==> src/rtl/bus_cycle_ctrl_if.sv <==
// Request/bus signal bundle for bus_cycle_ctrl.
// master = requester and external bus side, slave = the cycle controller.
interface bus_cycle_ctrl_if #(
    parameter int ADDR_W = 16,
    parameter int DATA_W = 8
);
    logic              req;
    logic [1:0]        req_type;
    logic [ADDR_W-1:0] req_addr;
    logic [DATA_W-1:0] req_wdata;
    logic              ready;
    logic [DATA_W-1:0] data_in;
    logic              busy;
    logic              done;
    logic [DATA_W-1:0] rdata;
    logic              ale;
    logic              S0;
    logic              S1;
    logic              IO_Mn;
    logic              RDn;
    logic              WRn;
    logic [ADDR_W-1:0] ADD;
    logic [DATA_W-1:0] data_out;
    logic              data_oe;
    logic [2:0]        state;

    modport master (
        output req, req_type, req_addr, req_wdata, ready, data_in,
        input  busy, done, rdata, ale, S0, S1, IO_Mn, RDn, WRn, ADD,
               data_out, data_oe, state
    );

    modport slave (
        input  req, req_type, req_addr, req_wdata, ready, data_in,
        output busy, done, rdata, ale, S0, S1, IO_Mn, RDn, WRn, ADD,
               data_out, data_oe, state
    );
endinterface

==> src/rtl/bus_cycle_ctrl.sv <==
// Machine-cycle controller: sequences T1/T2/TW/T3 bus cycles with
// status, strobes, address latch enable and forced/external wait states.
module bus_cycle_ctrl #(
    parameter int ADDR_W   = 16,
    parameter int DATA_W   = 8,
    parameter int MIN_WAIT = 0,
    parameter int MUX_AD   = 1
) (
    input logic            clk,
    input logic            rst,
    bus_cycle_ctrl_if.slave bus
);
    typedef enum logic [2:0] {
        IDLE = 3'b000,
        T1   = 3'b001,
        T2   = 3'b010,
        TW   = 3'b011,
        T3   = 3'b100
    } state_t;

    state_t            cur, nxt;
    logic [1:0]        type_q;
    logic [ADDR_W-1:0] addr_q;
    logic [DATA_W-1:0] wdata_q;
    logic [DATA_W-1:0] rdata_q;
    logic [2:0]        wait_q;
    logic              done_q;
    logic              accept;
    logic              is_wr;
    logic              is_rd;

    assign accept = bus.req && (cur == IDLE || cur == T3);
    assign is_wr  = type_q[0];
    assign is_rd  = !type_q[0];

    always_ff @(posedge clk or posedge rst) begin
        if (rst) begin
            cur     <= IDLE;
            type_q  <= '0;
            addr_q  <= '0;
            wdata_q <= '0;
            rdata_q <= '0;
            wait_q  <= '0;
            done_q  <= 1'b0;
        end else begin
            cur    <= nxt;
            done_q <= (cur == T3);
            if (accept) begin
                type_q  <= bus.req_type;
                addr_q  <= bus.req_addr;
                wdata_q <= bus.req_wdata;
            end
            // Decrementing in T2 as well as TW makes the wait-state count
            // exactly max(MIN_WAIT, cycles of ready low from T2 onward).
            if (cur == T1)
                wait_q <= 3'(MIN_WAIT);
            else if ((cur == T2 || cur == TW) && wait_q != '0)
                wait_q <= wait_q - 3'd1;
            if (cur == T3 && is_rd)
                rdata_q <= bus.data_in;
        end
    end

    always_comb begin
        nxt = cur;
        case (cur)
            IDLE:    if (accept) nxt = T1;
            T1:      nxt = T2;
            T2, TW:  nxt = (wait_q != '0 || !bus.ready) ? TW : T3;
            T3:      nxt = accept ? T1 : IDLE;
            default: nxt = IDLE;
        endcase
    end

    logic              ale_c, s0_c, s1_c, io_c, rdn_c, wrn_c, oe_c;
    logic [DATA_W-1:0] dout_c;

    always_comb begin
        ale_c  = 1'b0;
        s0_c   = 1'b0;
        s1_c   = 1'b0;
        io_c   = 1'b0;
        rdn_c  = 1'b1;
        wrn_c  = 1'b1;
        oe_c   = 1'b0;
        dout_c = '0;
        if (cur != IDLE) begin
            io_c = type_q[1];
            s1_c = is_rd;
            s0_c = is_wr;
        end
        if (cur == T1) begin
            ale_c = 1'b1;
            if (MUX_AD != 0) begin
                dout_c = addr_q[DATA_W-1:0];
                oe_c   = 1'b1;
            end else if (is_wr) begin
                dout_c = wdata_q;
                oe_c   = 1'b1;
            end
        end
        if (cur == T2 || cur == TW || cur == T3) begin
            rdn_c = !is_rd;
            wrn_c = !is_wr;
            if (is_wr) begin
                dout_c = wdata_q;
                oe_c   = 1'b1;
            end
        end
    end

    assign bus.busy     = (cur != IDLE);
    assign bus.done     = done_q;
    assign bus.rdata    = rdata_q;
    assign bus.ale      = ale_c;
    assign bus.S0       = s0_c;
    assign bus.S1       = s1_c;
    assign bus.IO_Mn    = io_c;
    assign bus.RDn      = rdn_c;
    assign bus.WRn      = wrn_c;
    assign bus.ADD      = addr_q;
    assign bus.data_out = dout_c;
    assign bus.data_oe  = oe_c;
    assign bus.state    = cur;
endmodule

==> src/flat_wrapper.sv <==
// flat-port wrapper written by rule: the top's interface ports become plain ports
module bus_cycle_ctrl_flat 
#(
    parameter int ADDR_W   = 16,
    parameter int DATA_W   = 8,
    parameter int MIN_WAIT = 0,
    parameter int MUX_AD   = 1
)
  (clk, rst, bus_req, bus_req_type, bus_req_addr, bus_req_wdata, bus_ready, bus_data_in, bus_busy, bus_done, bus_rdata, bus_ale, bus_S0, bus_S1, bus_IO_Mn, bus_RDn, bus_WRn, bus_ADD, bus_data_out, bus_data_oe, bus_state);
  bus_cycle_ctrl_if #(.ADDR_W(ADDR_W), .DATA_W(DATA_W)) bus_i ();
  input logic clk;
  input logic rst;
  input wire logic [$bits(bus_i.req)-1:0] bus_req;
  input wire logic [$bits(bus_i.req_type)-1:0] bus_req_type;
  input wire logic [$bits(bus_i.req_addr)-1:0] bus_req_addr;
  input wire logic [$bits(bus_i.req_wdata)-1:0] bus_req_wdata;
  input wire logic [$bits(bus_i.ready)-1:0] bus_ready;
  input wire logic [$bits(bus_i.data_in)-1:0] bus_data_in;
  output wire logic [$bits(bus_i.busy)-1:0] bus_busy;
  output wire logic [$bits(bus_i.done)-1:0] bus_done;
  output wire logic [$bits(bus_i.rdata)-1:0] bus_rdata;
  output wire logic [$bits(bus_i.ale)-1:0] bus_ale;
  output wire logic [$bits(bus_i.S0)-1:0] bus_S0;
  output wire logic [$bits(bus_i.S1)-1:0] bus_S1;
  output wire logic [$bits(bus_i.IO_Mn)-1:0] bus_IO_Mn;
  output wire logic [$bits(bus_i.RDn)-1:0] bus_RDn;
  output wire logic [$bits(bus_i.WRn)-1:0] bus_WRn;
  output wire logic [$bits(bus_i.ADD)-1:0] bus_ADD;
  output wire logic [$bits(bus_i.data_out)-1:0] bus_data_out;
  output wire logic [$bits(bus_i.data_oe)-1:0] bus_data_oe;
  output wire logic [$bits(bus_i.state)-1:0] bus_state;
  assign bus_i.req = bus_req;
  assign bus_i.req_type = bus_req_type;
  assign bus_i.req_addr = bus_req_addr;
  assign bus_i.req_wdata = bus_req_wdata;
  assign bus_i.ready = bus_ready;
  assign bus_i.data_in = bus_data_in;
  assign bus_busy = bus_i.busy;
  assign bus_done = bus_i.done;
  assign bus_rdata = bus_i.rdata;
  assign bus_ale = bus_i.ale;
  assign bus_S0 = bus_i.S0;
  assign bus_S1 = bus_i.S1;
  assign bus_IO_Mn = bus_i.IO_Mn;
  assign bus_RDn = bus_i.RDn;
  assign bus_WRn = bus_i.WRn;
  assign bus_ADD = bus_i.ADD;
  assign bus_data_out = bus_i.data_out;
  assign bus_data_oe = bus_i.data_oe;
  assign bus_state = bus_i.state;
  bus_cycle_ctrl #(.ADDR_W(ADDR_W), .DATA_W(DATA_W), .MIN_WAIT(MIN_WAIT), .MUX_AD(MUX_AD)) u_core (.clk(clk), .rst(rst), .bus(bus_i));
endmodule
==> config.mk <==
export PLATFORM = sky130hd
export DESIGN_NAME = bus_cycle_ctrl_flat
export DESIGN_NICKNAME = d
export VERILOG_FILES = /design/src/rtl/bus_cycle_ctrl_if.sv /design/src/rtl/bus_cycle_ctrl.sv /design/src/flat_wrapper.sv
export SDC_FILE = /design/constraint.sdc
export NUM_CORES = 1
export LEC_CHECK = 0
export BUFFER_PORTS_ARGS = -buffer_cell sky130_fd_sc_hd__buf_4
export CELL_PAD_IN_SITES_DETAIL_PLACEMENT = 0
export CELL_PAD_IN_SITES_GLOBAL_PLACEMENT = 1
export CORE_MARGIN = 1.5
export CORE_UTILIZATION = 30
export CTS_BUF_LIST = sky130_fd_sc_hd__clkbuf_16
export DETAILED_ROUTE_END_ITERATION = 6
export HOLD_SLACK_MARGIN = 0.08
export PLACE_DENSITY = 0.79
export SLEW_MARGIN = 0
export SYNTH_ARGS = -nofsm -noshare
export SYNTH_HDL_FRONTEND = slang
export SYNTH_SLANG_ARGS = --single-unit
==> constraint.sdc <==
create_clock -name clk -period 1.5 [get_ports clk]
set_input_delay 0.3 -clock clk [delete_from_list [all_inputs] [get_ports clk]]
set_output_delay 0.3 -clock clk [all_outputs]
set_load 0.02 [all_outputs]
==> reports/results.ini, run 1 <==
[status]
status = finished with violations
failed_checks = setup timing

[drt]
via_per_inst = 4.663
wl_per_cell_um = 15.84
antenna_left = 0
vias = 1455
dr.pass1.iters = 4
initialDrtViolationCount = 40
wirelength_mm = 4.942
drc = 0

[placed_design]
io_buffers = 81
dp_hpwl_mm = 3.122
place_congestion = 0.7358
dp_worst_setup_slack_ns = -0.1912
dpl_cell_area_um2 = 2714

[floorplanning]
die_area_um2 = 6458
dieWidth_um = 80.36
placementRows = 27
fp.dieH_um = 80.36
initial_core_util = 0.3183
num_io_pins = 82
core_um2 = 5642

[global_routing]
gr-usage-all-layers = 0.1552
gr-usage-met2 = 0.2462
gr-usage-met3 = 0.04318
antenna_found_initial = 0
grt_pass1_vias = 1485
use_met1 = 0.1961
grt-ovfl-total = 0
grt_start_max_net_pins = 35
top_usage_layer = met2
grt_pass1_wl_mm = 7.424

[clocking]
clk-insertion-delay-late_ns = 0.28
cts_tree = built
cts_buffer_depth = 2
clkTransAtPathRegs_ns = 0.06
root_buffer = clkbuf_16
cts_made_buffers = 5
htreeDepth = 2
cts.sinks = 41

[worst_hold_path]
min_from = bus_req_addr[14]
hp-class = in2reg
holdPathEnd = u_core.bus.ADD[14]
worstHoldPathCells = 2

[logic_synthesis]
synthCells = 132
synthTopCellsByCount = dfrtp_1, mux2_2, a22o_1
ys_types = 26
netlist_area_um2 = 1795
synth_top_cell_area_share = 0.5714
synth_seq_cells = 41
yosysMostFrequentCell = dfrtp_1
synth_area_leaders = dfrtp_1, mux2_2, a22o_1
yosysTopAreaCell = dfrtp_1
yosysSeqAreaShare = 0.5714
yosysWarnings = 0
synthArstFlopShare = 1.000
syn_nets = 172
avgSynthCellArea_um2 = 13.60
synthFlopType = dfrtp_1
synth_edf_count = 0

[worst_setup_path]
rrSetupSlack_ns = -0.25
worstReg2RegEnd = u_core.bus.ADD[13]
cp_slowest_stage_delay_ns = 0.42
rr_startpoint = u_core.bus.state[0]
critPathLaunchType = flip-flop
cp_max_fo = 8
worst_path_max_delay_cell = or3b_4
crit_chain = or3b_4 -> a21boi_4 -> buf_12 -> a22o_4 -> buf_6
worstRegToRegCells = 8
worstPathRequired_ns = 1.20
endpoint_kind = primary output
critPathKind = reg2out
worstPathArrival_ns = 1.65

[finish]
final_nets = 279
final_util = 0.5689
syn_to_final_growth_pct = 78.75
layout-drive-gt1-share = 0.7125
n_antenna_cell = 0
stdcell_area_um2 = 3209

[sta]
maxSlewHeadroom = 0.7597
slew_violations = 0
max_slew.worst_pin.slew_ns = 0.3601
period_needed_ns = 1.948
max_freq_mhz = 513.3
fin_worst_skew_ns = 0.005034
fin_ws_ns = -0.4482
hold_viol = 0
holdWs_ns = 0.2430
fin_crit_sh = 1.299
rsz0062_at_grt = yes
setup_viol_count_final = 50

[job]
max_cap_violations = 0

[power]
p_leak_nw = 1.589
ir_drop_v = 0.001154
power_density_nw_per_um2 = 2390

==> through the flow <==
stage	TNS, ns	instances	power (mW)
6_report	-12.42	312	7.670
5_1_grt	-14.92	312	8.067
3_5_place_dp	-3.285	294	5.717
4_1_cts	-9.555	306	7.240
2_1_floorplan	-3.547	132	4.165
3_3_place_gp	-2.790	294	5.669
==> where the power goes <==
part	switching, mW	internal (mW)
Combinational	1.97	2.63
Clock	0.442	0.619
Sequential	0.386	1.63
Total	2.80	4.87
==> registers in the layout (all words and copies together) (netlist names) <==
register,cells
u_core.bus.ADD,16
u_core.bus.rdata,8
u_core.wdata_q,8
u_core.bus.state,3
u_core.wait_q,3
u_core.type_q,2
u_core.bus.done,1
==> cell usage in the layout (no fill, tap or decap), types with 2 or more instances in the layout <==
cell        n
a22o_4      7
nand2_1     4
ha_1        2
clkinv_4    2
buf_12      6
mux2_4     30
mux2_2      4
buf_8       3
or2_4       2
o21ai_1     2
inv_1       6
a21oi_1     2
a22o_1      3
nor2_1      2
nor2b_1     2
buf_6      17
dfrtp_2     3
dfrtp_1    38
clkbuf_16   7
buf_4      78
==> cell type report <==
type | instances | area [µm²]
well taps | 72 | 90.09
multi-input cells | 77 | 913.4
clock inverters | 3 | 22.52
clock buffers | 5 | 125.1
fillers | 464 | 2432
inverters | 7 | 26.28
flip-flops and latches | 41 | 1030
repair buffers | 107 | 1002
==> cells by family after synthesis <==
| group | share of synthesized area |
|---|---|
| muxes | 0.2132 |
| adders and majority gates | 0.01394 |
| DFF | 0.5714 |
| buffers and inverters | 0.03903 |
| AOI/OAI and AO/OA | 0.09338 |
| and+or+nand+nor | 0.06900 |
==> timing repair <==
action,in CTS,in global routing
setup buffers,2,5
gates cloned,1,2
resized for setup,28,33
pin swaps,6,6
hold endpoints to repair,7,0
hold buffers,1,0
endpoints found under the setup margin,46,53
==> critical path: cells and delay by family, from the launching register on <==
family	cells	cell delay, ns
DFF	1	0.41
buffers and inverters	2	0.26
AOI/OAI and AO/OA	2	0.28
and+or+nand+nor	1	0.42
==> how the worst max path moves through the flow <==
stage / end / depth (start not counted) / startpoint / slack, ns
global placement: bus_data_out[0] / 5 / u_core.bus.state[1] / -0.18
finish: bus_data_out[0] / 5 / u_core.bus.state[0] / -0.45
CTS: bus_data_out[1] / 5 / u_core.bus.state[0] / -0.44
global route: bus_data_out[4] / 5 / u_core.bus.state[0] / -0.49
detailed placement: u_core.bus.rdata[0] / 4 / u_core.bus.state[1] / -0.19
floorplan: bus_data_out[0] / 4 / u_core.bus.state[1] / -0.25
==> layer usage <==
layer | wire [µm] | vias to the layer above
met5 | 0 | -
met4 | 63 | 0
met3 | 298 | 5
met2 | 2462 | 53
met1 | 2117 | 714
li1 | - | 683
(Power assumes the default switching activity.)
==> inputs of run 2 (changes only) <==
--- a/config.mk
+++ b/config.mk
@@ -6,14 +6,12 @@
 export NUM_CORES = 1
 export LEC_CHECK = 0
 export BUFFER_PORTS_ARGS = -buffer_cell sky130_fd_sc_hd__buf_4
-export CELL_PAD_IN_SITES_DETAIL_PLACEMENT = 0
-export CELL_PAD_IN_SITES_GLOBAL_PLACEMENT = 1
 export CORE_MARGIN = 1.5
 export CORE_UTILIZATION = 30
 export CTS_BUF_LIST = sky130_fd_sc_hd__clkbuf_16
 export DETAILED_ROUTE_END_ITERATION = 6
 export HOLD_SLACK_MARGIN = 0.08
-export PLACE_DENSITY = 0.79
+export PLACE_DENSITY = 0.65
 export SLEW_MARGIN = 0
 export SYNTH_ARGS = -nofsm -noshare
 export SYNTH_HDL_FRONTEND = slang
==> reports/results.ini, run 2 (synthesis gave the netlist of run 1 again) <==
[drt]
vias = 1432
initialDrtViolationCount = 54
via_per_inst = 4.649
wirelength_mm = 4.694
dr.pass1.iters = 4
wl_per_cell_um = 15.24
antenna_left = 0
drc = 0

[worst_setup_path]
worstPathArrival_ns = 1.64
endpoint_kind = primary output
cp_max_fo = 8
rrSetupSlack_ns = -0.12
critPathKind = reg2out
critPathLaunchType = flip-flop
worstPathRequired_ns = 1.20

[clocking]
clkTransAtPathRegs_ns = 0.06
clk-insertion-delay-late_ns = 0.28
cts_made_buffers = 5
root_buffer = clkbuf_16
cts_buffer_depth = 2
htreeDepth = 2
cts.sinks = 41
cts_tree = built

[floorplanning]
num_io_pins = 82
fp.dieH_um = 80.36
placementRows = 27
initial_core_util = 0.3183
die_area_um2 = 6458
dieWidth_um = 80.36
core_um2 = 5642

[sta]
setup_viol_count_final = 50
max_freq_mhz = 515.9
setup_tns_ns = -6.631
rsz0062_at_grt = yes
period_needed_ns = 1.938
hold_viol = 0
fin_ws_ns = -0.4385
fin_crit_sh = 1.292
slew_violations = 0
max_slew.worst_pin.slew_ns = 0.3560
fin_worst_skew_ns = 0.004047
maxSlewHeadroom = 0.7627

[finish]
final_common_cell = buf_4
largest_reg_flops = 16
final_nets = 275
final_cell_mix = buf_4, dfrtp_1, mux2_2
layout-drive-gt1-share = 0.6949
n_antenna_cell = 0
syn_to_final_growth_pct = 69.83

[power]
p_total_mw = 7.282
power.share.combinational = 0.564
p_leak_nw = 1.469
clkPwrFrac = 0.165
p_int_mw = 4.647
power_density_nw_per_um2 = 2388
ir_drop_v = 0.001193
power_switching_mw = 2.635
power_frac_seq = 0.271
switching_share = 0.3619

[status]
status = finished with violations
failed_checks = setup timing

[global_routing]
grt_pass1_wl_mm = 7.383
grt-ovfl-total = 0
antenna_found_initial = 0
gr-usage-all-layers = 0.1551
grt_pass1_vias = 1480
grt_start_max_net_pins = 27

[placed_design]
place_congestion = 0.7103
dp_hpwl_mm = 3.157
io_buffers = 81

[job]
max_cap_violations = 0

[worst_hold_path]
hp-class = in2reg

==> run 2: repair_timing <==
action | in CTS | in global routing
cloned | 1 | 1
hold buffers | 1 | 0
pin swaps | 5 | 2
gates resized for setup | 18 | 5
endpoints found under the setup margin | 50 | 53
setup buffers | 2 | 1
hold endpoints to repair | 15 | 0
==> run 2: stage by stage <==
step | cells | instance area [µm²] | worst slack, ns | hold slack, ns | utilization
after floorplan | 132 | 1908 | -0.2470 | 0.3986 | -
final | 308 | 3049 | -0.4385 | 0.2477 | 0.5405
after detailed placement | 294 | 2701 | -0.1931 | 0.3319 | 0.4788
after global placement | 294 | 2701 | -0.1827 | 0.3262 | 0.4788
after CTS | 306 | 3005 | -0.4481 | 0.2418 | 0.5327
after global routing | 308 | 3049 | -0.4920 | 0.2358 | 0.5405
==> run 2: critical path, stage by stage, from the launching register on <==
cell and delay [ns]:
dfrtp_2 0.41, or3b_4 0.41, a21boi_4 0.16, buf_12 0.15, a22o_4 0.12, buf_6 0.11
==> run 2: layout make-up <==
type / instances / area [µm²]
tap: 72 / 90.09
sequential: 41 / 1030
fill: 490 / 2592
multi-input combinational: 77 / 815.8
clock buffer: 5 / 125.1
inverter: 7 / 26.28
timing repair buffer: 103 / 920.9
clock inverter: 3 / 41.29
==> run 2: final timing paths <==
path / from / end / depth (start not counted)
max in group asynchronous: rst / u_core.bus.state[0] / 4
max: u_core.bus.state[0] / bus_data_out[3] / 5
max reg2reg: u_core.bus.state[0] / u_core.bus.rdata[7] / 4
min: bus_req_addr[9] / u_core.bus.ADD[9] / 2
min reg2reg: u_core.bus.ADD[15] / u_core.bus.ADD[15] / 1
min in group asynchronous: rst / u_core.bus.ADD[9] / 4
==> run 2: layer usage <==
layer,GRT usage,routed length (µm),part of all wire
met1,0.1877,1966,0.42
met2,0.2571,2410,0.51
met3,0.04545,228,0.049
met4,0.06207,89,0.019
met5,0,0,0
==> run 2: power by group through the flow <==
| stage | logic [mW] | clock network [mW] | registers, mW |
|---|---|---|---|
| 5_1_grt | 4.34 | 1.31 | 2.05 |
| 4_1_cts | 4.09 | 1.24 | 1.98 |
| 6_report | 4.10 | 1.20 | 1.97 |
| 3_3_place_gp | 3.70 | 0 | 1.98 |
| 2_1_floorplan | 1.77 | 0 | 2.40 |
| 3_5_place_dp | 3.75 | 0 | 1.98 |
==> inputs of run 3 (changes only) <==
--- a/config.mk
+++ b/config.mk
@@ -10,8 +10,8 @@
 export CORE_UTILIZATION = 30
 export CTS_BUF_LIST = sky130_fd_sc_hd__clkbuf_16
 export DETAILED_ROUTE_END_ITERATION = 6
-export HOLD_SLACK_MARGIN = 0.08
-export PLACE_DENSITY = 0.65
+export HOLD_SLACK_MARGIN = 0.05
+export PLACE_DENSITY = 0.64
 export SLEW_MARGIN = 0
 export SYNTH_ARGS = -nofsm -noshare
 export SYNTH_HDL_FRONTEND = slang
==> reports/results.ini, run 3 (synthesis gave the netlist of run 1 again) <==
[finish]
multi_input_area_um2 = 914.6
instances_no_fill = 315
fillers = 470
n_antenna_cell = 0
stdcell_area_um2 = 3218
layout-drive-gt1-share = 0.7037
syn_to_final_growth_pct = 79.23
final_util = 0.5704
final_nets = 282
final_common_cell = buf_4
largest_reg_flops = 16
regArea_um2 = 1030
final_cell_mix = buf_4, dfrtp_1, mux2_4

[placed_design]
place_congestion = 0.7391
dp_hpwl_mm = 3.226
dp_worst_setup_slack_ns = -0.2111
dpl_cell_area_um2 = 2716
io_buffers = 81
place_inst = 296

[sta]
fin_ws_ns = -0.4641
maxSlewHeadroom = 0.7956
period_needed_ns = 1.964
rsz0062_at_grt = yes
setup_tns_ns = -9.100
max_freq_mhz = 509.1
holdWs_ns = 0.2333
slew_violations = 0
setup_viol_count_final = 50
fin_crit_sh = 1.309
max_slew.worst_pin.slew_ns = 0.3066
hold_viol = 0
fin_worst_skew_ns = 0.002267

[floorplanning]
core_um2 = 5642
dieWidth_um = 80.36
placementRows = 27
fp.dieH_um = 80.36
die_area_um2 = 6458
num_io_pins = 82
initial_core_util = 0.3183

[job]
max_cap_violations = 0

[worst_setup_path]
cp_top_family = simple AND/OR/NAND/NOR gates
worstReg2RegEnd = u_core.bus.rdata[0]
cp_slowest_stage_delay_ns = 0.42
crit_chain = or3b_4 -> a21boi_4 -> buf_12 -> a22o_4 -> buf_6
crit_start = u_core.bus.state[0]
cp.buffers_inverters = 2
rrSetupSlack_ns = -0.16
endpoint_kind = primary output
cp_max_fo = 6
worstRegToRegCells = 4
worst_path_max_delay_cell = or3b_4
cp-endpoint = bus_data_out[0]
worstPathRequired_ns = 1.20
cp_num_cells = 5
rr_startpoint = u_core.bus.state[0]
worstPathArrival_ns = 1.66
critPathKind = reg2out
critPathLaunchType = flip-flop

[power]
power_density_nw_per_um2 = 2386
p_leak_nw = 1.601
p_total_mw = 7.679
ir_drop_v = 0.001190

[drt]
via_per_inst = 4.603
wirelength_mm = 4.880
wl_per_cell_um = 15.49
drc = 0
vias = 1450
initialDrtViolationCount = 78
antenna_left = 0
dr.pass1.iters = 4

[clocking]
cts_made_buffers = 5
cts.sinks = 41
cts_tree = built
clkTransAtPathRegs_ns = 0.05
cts_buffer_depth = 2
htreeDepth = 2
root_buffer = clkbuf_16
clk-insertion-delay-late_ns = 0.28

[global_routing]
grt_pass1_vias = 1468
antenna_found_initial = 0
grt_pass1_wl_mm = 7.541
gr-usage-all-layers = 0.1583
grt_start_max_net_pins = 25
grt-ovfl-total = 0

[status]
status = finished with violations
failed_checks = setup timing

[worst_hold_path]
hp-class = in2reg

-- run 3: cell types whose count changed in the layout (fill, tap and decap cells not counted), moves of 2 or more --
cell	delta
mux2_2	-24
buf_4	+2
inv_1	+2
buf_6	+3
mux2_4	+24
-- run 3: repair_timing --
action / in CTS / in global routing
resized for setup: 42 / 15
setup endpoints to repair: 50 / 53
setup buffers: 4 / 4
cloned: 2 / 1
pin swaps: 3 / 2
hold buffers: 1 / 0
hold endpoints to repair: 17 / 0
-- run 3: layout make-up --
class	count	share of cell area
sequential	41	0.3200
timing repair buffer	110	0.3161
multi-input combinational	77	0.2842
clock buffer	5	0.03888
tap	72	0.02799
inverter	7	0.008165
clock inverter	3	0.004666
-- run 3: report_power, final --
part | internal, mW | leakage (nW) | switching [mW]
Sequential | 1.63 | 0.493 | 0.367
Combinational | 2.67 | 1.04 | 2.00
Clock | 0.603 | 0.0724 | 0.408
-- run 3: worst reg2reg max path, cell delays in order (launching register included) --
cell and delay, ns:
dfrtp_2 0.41, or3b_4 0.42, buf_4 0.17, nor2_8 0.19, mux2_2 0.36
-- run 3: routing by layer --
metal | up-vias | track usage | part of all wire
met5 | - | 0 | 0
met4 | 0 | 0.05690 | 0.019
met3 | 8 | 0.04318 | 0.044
met2 | 42 | 0.2513 | 0.50
met1 | 710 | 0.2060 | 0.43
li1 | 690 | - | -
-- run 3: worst min-delay path by stage --
stage / startpoint / to / cells past startpoint
6_report: bus_ready / u_core.bus.state[1] / 2
5_1_grt: bus_ready / u_core.bus.state[1] / 2
4_1_cts: bus_ready / u_core.bus.state[1] / 2
3_5_place_dp: rst / u_core.bus.ADD[12] / 3
3_3_place_gp: rst / u_core.bus.ADD[12] / 3
2_1_floorplan: bus_ready / u_core.bus.state[1] / 1
